File: src/rtl/andornot_sweep_ctrl.sv
// rtl/andornot_sweep_ctrl.sv - sequencer that sweeps all 16 AndOrNot input vectors
// Drives {a,b,c,d}, waits SETTLE_CYCLES, captures y into a truth table and scores it against an expected table.
module andornot_sweep_ctrl #(
  parameter int SETTLE_CYCLES = 2
) (
  input  logic        clk,
  input  logic        reset,
  input  logic        start,
  input  logic        abort,
  input  logic [15:0] expected,
  input  logic        y,
  output logic        a,
  output logic        b,
  output logic        c,
  output logic        d,
  output logic        busy,
  output logic        done,
  output logic [15:0] truth_table,
  output logic [4:0]  mismatch_count,
  output logic        match
);

  typedef enum logic [1:0] {
    ST_IDLE,
    ST_WAIT,
    ST_SAMPLE,
    ST_DONE
  } state_t;

  localparam logic [3:0] SETTLE_INIT = 4'(SETTLE_CYCLES);

  state_t      state_q, state_d;
  logic [3:0]  idx_q, idx_d;
  logic [3:0]  cnt_q, cnt_d;
  logic [15:0] exp_q, exp_d;
  logic [15:0] tt_q, tt_d;
  logic [4:0]  mc_q, mc_d;
  logic        match_q, match_d;
  logic        busy_q, busy_d;
  logic        done_q, done_d;

  always_comb begin
    state_d = state_q;
    idx_d   = idx_q;
    cnt_d   = cnt_q;
    exp_d   = exp_q;
    tt_d    = tt_q;
    mc_d    = mc_q;
    match_d = match_q;
    busy_d  = busy_q;
    done_d  = 1'b0;

    case (state_q)
      ST_IDLE: begin
        if (start) begin
          exp_d   = expected;
          tt_d    = 16'h0000;
          mc_d    = 5'd0;
          idx_d   = 4'd0;
          cnt_d   = SETTLE_INIT;
          busy_d  = 1'b1;
          state_d = ST_WAIT;
        end
      end

      ST_WAIT: begin
        if (abort) begin
          state_d = ST_IDLE;
          busy_d  = 1'b0;
          idx_d   = 4'd0;
        end else if (cnt_q == 4'd0) begin
          state_d = ST_SAMPLE;
        end else begin
          cnt_d = cnt_q - 4'd1;
        end
      end

      ST_SAMPLE: begin
        // The capture and score happen even when abort lands on this cycle.
        tt_d[idx_q] = y;
        if (y != exp_q[idx_q]) begin
          mc_d = mc_q + 5'd1;
        end
        if (abort) begin
          state_d = ST_IDLE;
          busy_d  = 1'b0;
          idx_d   = 4'd0;
        end else if (idx_q == 4'd15) begin
          state_d = ST_DONE;
          busy_d  = 1'b0;
          idx_d   = 4'd0;
        end else begin
          idx_d   = idx_q + 4'd1;
          cnt_d   = SETTLE_INIT;
          state_d = ST_WAIT;
        end
      end

      ST_DONE: begin
        done_d  = 1'b1;
        match_d = (mc_q == 5'd0);
        idx_d   = 4'd0;
        busy_d  = 1'b0;
        state_d = ST_IDLE;
      end

      default: begin
        state_d = ST_IDLE;
        idx_d   = 4'd0;
        busy_d  = 1'b0;
      end
    endcase
  end

  always_ff @(posedge clk) begin
    if (reset) begin
      state_q <= ST_IDLE;
      idx_q   <= 4'd0;
      cnt_q   <= 4'd0;
      exp_q   <= 16'h0000;
      tt_q    <= 16'h0000;
      mc_q    <= 5'd0;
      match_q <= 1'b0;
      busy_q  <= 1'b0;
      done_q  <= 1'b0;
    end else begin
      state_q <= state_d;
      idx_q   <= idx_d;
      cnt_q   <= cnt_d;
      exp_q   <= exp_d;
      tt_q    <= tt_d;
      mc_q    <= mc_d;
      match_q <= match_d;
      busy_q  <= busy_d;
      done_q  <= done_d;
    end
  end

  assign a              = idx_q[3];
  assign b              = idx_q[2];
  assign c              = idx_q[1];
  assign d              = idx_q[0];
  assign busy           = busy_q;
  assign done           = done_q;
  assign truth_table    = tt_q;
  assign mismatch_count = mc_q;
  assign match          = match_q;

endmodule

File: config.mk
export PLATFORM = sky130hd
export DESIGN_NAME = andornot_sweep_ctrl
export DESIGN_NICKNAME = d
export VERILOG_FILES = /design/src/rtl/andornot_sweep_ctrl.sv
export SDC_FILE = /design/constraint.sdc
export NUM_CORES = 1
export LEC_CHECK = 0
export ABC_CLOCK_PERIOD_IN_PS = 4700
export BUFFER_PORTS_ARGS = -buffer_cell sky130_fd_sc_hd__buf_2
export CORE_UTILIZATION = 35
export CTS_BUF_LIST = sky130_fd_sc_hd__clkbuf_2 sky130_fd_sc_hd__clkbuf_4 sky130_fd_sc_hd__clkbuf_8
export DETAILED_ROUTE_END_ITERATION = 8
export PLACE_DENSITY_LB_ADDON = 0.1
export SLEW_MARGIN = 40
export SYNTH_ARGS = -nofsm -noshare
export SYNTH_HDL_FRONTEND = slang
export SYNTH_SLANG_ARGS = --single-unit
File: constraint.sdc
create_clock -name clk -period 4.7 [get_ports clk]
set_input_delay 0 -clock clk [delete_from_list [all_inputs] [get_ports clk]]
set_output_delay 0 -clock clk [all_outputs]
set_load 0.05 [all_outputs]
## Yosys cells after proc, flatten, opt, wreduce, memory -nomap -nowiden

Cells that the tools add are included.

- Register bits after elaboration: 50
- Input port bits: 21
- Output and inout port bits: 28
- Logic and storage cells: 74

- Add/subtract/negate cells: 3
- $lt $le $gt $ge: 2
- Equal/unequal tests: 14
- Multiplexer cells: 33
- Reductions and logical operators: 13

Operators by type and width:

| operator | number |
|---|---|
| 2-to-1 mux 4 bit | 9 |
| case mux 16 bit (2 select lines) | 1 |
| bitwise mux 16 bit | 1 |
| 2-to-1 mux 16 bit | 1 |
| case mux 4 bit (4 select lines) | 1 |
| inequality test 2 bit, second input constant | 7 |
| case mux 4 bit (3 select lines) | 1 |
| 2-to-1 mux 2 bit | 5 |
| 2-to-1 mux 5 bit | 2 |
| case mux 5 bit (2 select lines) | 1 |
| case mux 2 bit (4 select lines) | 1 |
| AND reduction 2 bit | 4 |
| 2-to-1 mux 1 bit | 7 |
| inequality test 3 bit, second input constant | 2 |
| AND reduction 3 bit | 2 |
| AND reduction 6 bit | 1 |
| adder 5 x 1 -> 5 bit, second input constant | 1 |
| zero test 5 bit | 1 |
| less-than comparator 4 x 5 -> 1 bit, second input constant | 1 |
| adder 4 x 1 -> 4 bit, second input constant | 1 |
| binary-select mux 1 bit (select 4 bit) | 1 |
| demux 1 bit (select 4 bit) | 1 |
| == test 2 bit, second input constant | 2 |
| == test 4 bit, second input constant | 1 |
| other kinds (10) | 10 |

## Depth between registers and ports, before layout

- Word-level depth: 6
- Mapped depth: 7
- Gate-level depth less buffers: 7

## Least setup slack after synthesis

Ideal clock, no wire load.

- Path kind: reg-to-reg
- Start: register idx_q[0]
- End: register mc_q[3], in the netlist mismatch_count[3]
- Library setup time: 0.089 ns
- Arrival time: 2.446 ns
- Required time: 4.611 ns
- Setup slack: 2.165 ns
- Stages on the path, launching flop included: 7
- Path buffers: 1
- Period minus slack after synthesis: 2.535 ns
- Cell sequence: dfxtp_1 buf_6 mux2i_1 mux4_2 mux2i_2 or4_4 o32ai_2

- Longest elaborated chain between the ends: 5

RTL lines:

| element | RTL line | text |
|---|---|---|
| start, declared | 33 | `logic [3:0] idx_q, idx_d;` |
| start signal, assigned | 128 | `idx_q <= idx_d;` |
| binary-select mux 1 bit (select 4 bit) | 81 | `if (y != exp_q[idx_q]) begin` |
| 2-to-1 mux 1 bit (not written as such) | 81 |  |
| inequality test 1 bit | 81 |  |
| inequality test 2 bit (no line) | -- |  |
| AND reduction 3 bit (no line) | -- |  |
| end signal, assigned | 132 | `mc_q <= mc_d;` |
| end, declared | 37 | `logic [4:0] mc_q, mc_d;` |

No other way between the ends. The select of a mux whose other input is x is not followed.
A chain may end at the register's enable or synchronous reset.

## Final worst setup path

Ends and elaborated chain as after synthesis.

==> impl_metrics.sql <==
INSERT INTO impl_metrics (metric_group, metric, value, unit) VALUES
('floorplan', 'fp.coreArea', '0.00649', 'mm²'),
('drt', 'drc_errors', '0', ''),
('global_route', 'grt_overflow_total', '0', ''),
('timing', 'fin_setup_tns', '0', 'ps'),
('synthesis', 'ys_seq_area_share', '41.5', '%'),
('synthesis', 'synthFlopType', 'sky130_fd_sc_hd__dfxtp_1', ''),
('timing', 'setup_viol_count_final', '0', ''),
('global_route', 'antenna_found_initial', '0', ''),
('timing', 'hold_viol', '0', ''),
('clock_tree', 'cts.path.max_buffers', '2', ''),
('drt', 'finalWirelength', '5870', 'µm'),
('synthesis', 'synth_async_sr_flop_share', '0', '%'),
('clock_tree', 'cts.root.buffer_cell', 'sky130_fd_sc_hd__clkbuf_8', ''),
('synthesis', 'yosysWarningCount', '0', ''),
('clock_tree', 'ctsHtreeMaxLevel', '2', ''),
('power_and_ir_drop', 'leakagePower', '0.00111', 'µW'),
('floorplan', 'fp.dieArea', '0.00723', 'mm²'),
('timing', 'worst-slew-pin-transition', '690', 'ps'),
('global_route', 'grt_usage', '17.4', '%'),
('clock_tree', 'post_cts_resize_count', '0', ''),
('layout', 'fillCellCount', '638', ''),
('synthesis', 'synth-edff-count', '0', ''),
('synthesis', 'syn_avg_cell_area', '8.29', 'µm²'),
('floorplan', 'floorplan.io_pins', '49', ''),
('drt', 'via_count', '2231', ''),
('drt', 'drtAntennaViolNets', '0', ''),
('clock_tree', 'cts_made_buffers', '5', ''),
('critical_path', 'cp-start-kind', 'flip-flop', ''),
('critical_path', 'timing.critical_path.fanout_max', '15', ''),
('layout', 'final_layout_size_suffix_gt1_share', '19.2', '%'),
('critical_path', 'timing.critical_path.arrival', '2750', 'ps'),
('layout', 'final_net_count', '371', ''),
('clock_tree', 'number_of_sinks_handled_by_clock_tree_synthesis', '50', ''),
('place', 'finalWeightedCongestion', '0.773', ''),
('drt', 'first_iter_violations', '117', ''),
('drt', 'route.detailed.vias_per_inst', '5.30', ''),
('clock_tree', 'tritoncts', 'built', ''),
('critical_path', 'timing_worst_setup_path_type', 'flip-flop to flip-flop', ''),
('floorplan', 'dieHeight', '85', 'µm'),
('timing', 'timing.final.crit_share', '53.9', '%'),
('critical_path', 'critPathCaptureType', 'flip-flop', ''),
('timing', 'skew', '3.27', 'ps'),
('place', 'detailedPlace.worstSlack', '2220', 'ps'),
('global_route', 'grt_first_pass_wirelength', '10000', 'µm'),
('place', 'place.port_buffers', '48', ''),
('timing', 'rsz0062_at_grt', 'false', ''),
('drt', 'detailed_routing_iterations_pass_1', '4', ''),
('timing', 'post-route-worst-setup-slack', '2160', 'ps'),
('synthesis', 'syn-cell-area', '0.00241', 'mm²'),
('timing', 'fin_crit', '2540', 'ps'),
('global_route', 'grt_max_degree', '45', ''),
('place', 'detailedPlacementHpwl', '3980', 'µm'),
('drt', 'routed_wire_length_per_instance', '13.9', 'µm'),
('timing', 'max_freq', '394', 'MHz'),
('layout', 'diodes', '0', ''),
('floorplan', 'row_count', '29', ''),
('clock_tree', 'insertion_delay', '300', 'ps'),
('floorplan', 'floorplan.die.width', '85', 'µm'),
('timing', 'final.hold.worst_slack', '129', 'ps'),
('critical_path', 'worstPathRequired', '4920', 'ps'),
('power_and_ir_drop', 'power.density_cell_area', '288', 'mW/mm²'),
('synthesis', 'syn_inst', '291', ''),
('synthesis', 'yosys_reg_bits', '50', ''),
('timing', 'slew-limit-headroom', '53.9', '%'),
('timing', 'slew_viol_final', '0', ''),
('layout', 'area_growth_syn_to_layout', '22.6', '%'),
('job', 'drv_cap', '0', ''),
('outcome', 'run_status', 'completed', ''),
('power_and_ir_drop', 'peakVddDrop', '0.142', 'mV'),
('synthesis', 'synthesis.nets', '319', ''),
('floorplan', 'initial_core_util', '37.1', '%'),
('synthesis', 'synth.distinct_cells', '37', ''),
('worst_hold_path', 'hold_wc_path_type', 'input pin to flip-flop', ''),
('layout', 'layout_common_cells', '50 x sky130_fd_sc_hd__dfxtp_1, 47 x sky130_fd_sc_hd__buf_2, 45 x sky130_fd_sc_hd__nand2_1, 43 x sky130_fd_sc_hd__a21oi_1, 17 x sky130_fd_sc_hd__dlygate4sd3_1', ''),
('layout', 'final_util', '45.5', '%'),
('global_route', 'via_count_of_the_first_global_routing_pass', '2089', ''),
('clock_tree', 'post_cts_clock_slew_at_the_launch_and_capture_registers_of_the_worst_setup_and_hold_paths', '90', 'ps'),
('layout', 'final_common_cell', 'sky130_fd_sc_hd__dfxtp_1', '');
-- cell type report --
cell class / instances / area [µm²] / area share (%)
clock buffer: 5 / 68.8 / 2.33
clock inverter: 3 / 40.0 / 1.35
inverter: 11 / 41.3 / 1.40
multi-input combinational: 209 / 1290 / 43.6
sequential: 50 / 1000 / 33.9
tap: 77 / 96.3 / 3.26
timing repair buffer: 66 / 420 / 14.2
-- Yosys cell counts, types with 2 or more instances --
| cell | number | area [µm²] |
|---|---|---|
| sky130_fd_sc_hd__mux4_2 | 2 | 45.0 |
| sky130_fd_sc_hd__a21oi_1 | 43 | 215 |
| sky130_fd_sc_hd__a2111oi_0 | 2 | 17.5 |
| sky130_fd_sc_hd__or3_1 | 5 | 31.3 |
| sky130_fd_sc_hd__nor2b_1 | 4 | 25.0 |
| sky130_fd_sc_hd__o21a_1 | 2 | 15.0 |
| sky130_fd_sc_hd__clkbuf_1 | 20 | 75.1 |
| sky130_fd_sc_hd__inv_1 | 11 | 41.3 |
| sky130_fd_sc_hd__ha_1 | 7 | 87.6 |
| sky130_fd_sc_hd__o21ai_0 | 8 | 40.0 |
| sky130_fd_sc_hd__nand2_1 | 46 | 173 |
| sky130_fd_sc_hd__mux2i_2 | 2 | 27.5 |
| sky130_fd_sc_hd__o41ai_1 | 2 | 17.5 |
| sky130_fd_sc_hd__a211oi_1 | 3 | 22.5 |
| sky130_fd_sc_hd__o311ai_0 | 4 | 35.0 |
| sky130_fd_sc_hd__o32ai_2 | 2 | 32.5 |
| sky130_fd_sc_hd__nand3_1 | 9 | 45.0 |
| sky130_fd_sc_hd__nor3_1 | 4 | 20.0 |
| sky130_fd_sc_hd__nand3b_1 | 2 | 15.0 |
| sky130_fd_sc_hd__and2_1 | 2 | 12.5 |
| sky130_fd_sc_hd__o211ai_1 | 10 | 75.1 |
| sky130_fd_sc_hd__dfxtp_1 | 50 | 1000 |
| sky130_fd_sc_hd__nor2_1 | 12 | 45.0 |
| sky130_fd_sc_hd__nand4_1 | 15 | 93.8 |
| sky130_fd_sc_hd__nand2b_1 | 5 | 31.3 |
| sky130_fd_sc_hd__mux2i_1 | 8 | 80.1 |
-- sequential cells by signal (all words and copies together) (netlist names) --
register and flops:
exp_q 16, truth_table 16, mismatch_count 5, cnt_q 4, idx_q 4, state_q 2
busy 1, done 1, match 1
-- metal layers --
| layer | vias up | wire length [µm] | GRT usage, % |
|---|---|---|---|
| met5 | - | 0 | 0 |
| met4 | 0 | 68 | 5.55 |
| met3 | 8 | 218 | 3.31 |
| met2 | 46 | 2580 | 27.9 |
| met1 | 1025 | 3000 | 23.7 |
| li1 | 1152 | - | - |
-- power breakdown --
part           switching (µW)  internal, µW
clock                     140           157
combinational            60.0          43.2
sequential               11.0           438
-- stage by stage --
stage                     power, µW  cells  area (µm²)
after floorplan                 526    291        2410
after global placement          552    396        2670
after detailed placement        553    396        2670
after CTS                       863    421        2950
after global routing            895    421        2960
final                           850    421        2960
-- what timing repair did --
| item | in CTS | in global routing |
|---|---|---|
| hold buffers | 17 | 0 |
| buffers inserted | 0 | 0 |
| endpoints found under the hold margin | 17 | 0 |
-- path summary, 6_finish.rpt --
path / startpoint / endpoint / slack, ps / depth (start not counted)
worst min-delay path: reset / done / 130 / 2
worst max register to register: idx_q[0] / mismatch_count[3] / 2160 / 5
worst max-delay path: idx_q[0] / mismatch_count[3] / 2160 / 5
worst min register to register: exp_q[10] / exp_q[10] / 460 / 2
-- kinds of logic after synthesis --
logic type,count (synthesis),synth area share (%)
simple gates,109,22.1
xor+xnor,1,0.363
buf+inv,32,5.29
mux,12,6.33
flops,50,41.5
compound gates,80,20.8
fa+ha+maj,7,3.63
-- worst max-delay path: stages, from the launching register on --
cell and delay, ps:
sky130_fd_sc_hd__dfxtp_1 750, sky130_fd_sc_hd__mux2i_1 180, sky130_fd_sc_hd__mux4_2 510, sky130_fd_sc_hd__mux2i_2 230, sky130_fd_sc_hd__or4_4 530, sky130_fd_sc_hd__o32ai_2 250
No activity file was read; power rests on OpenSTA's default activity.
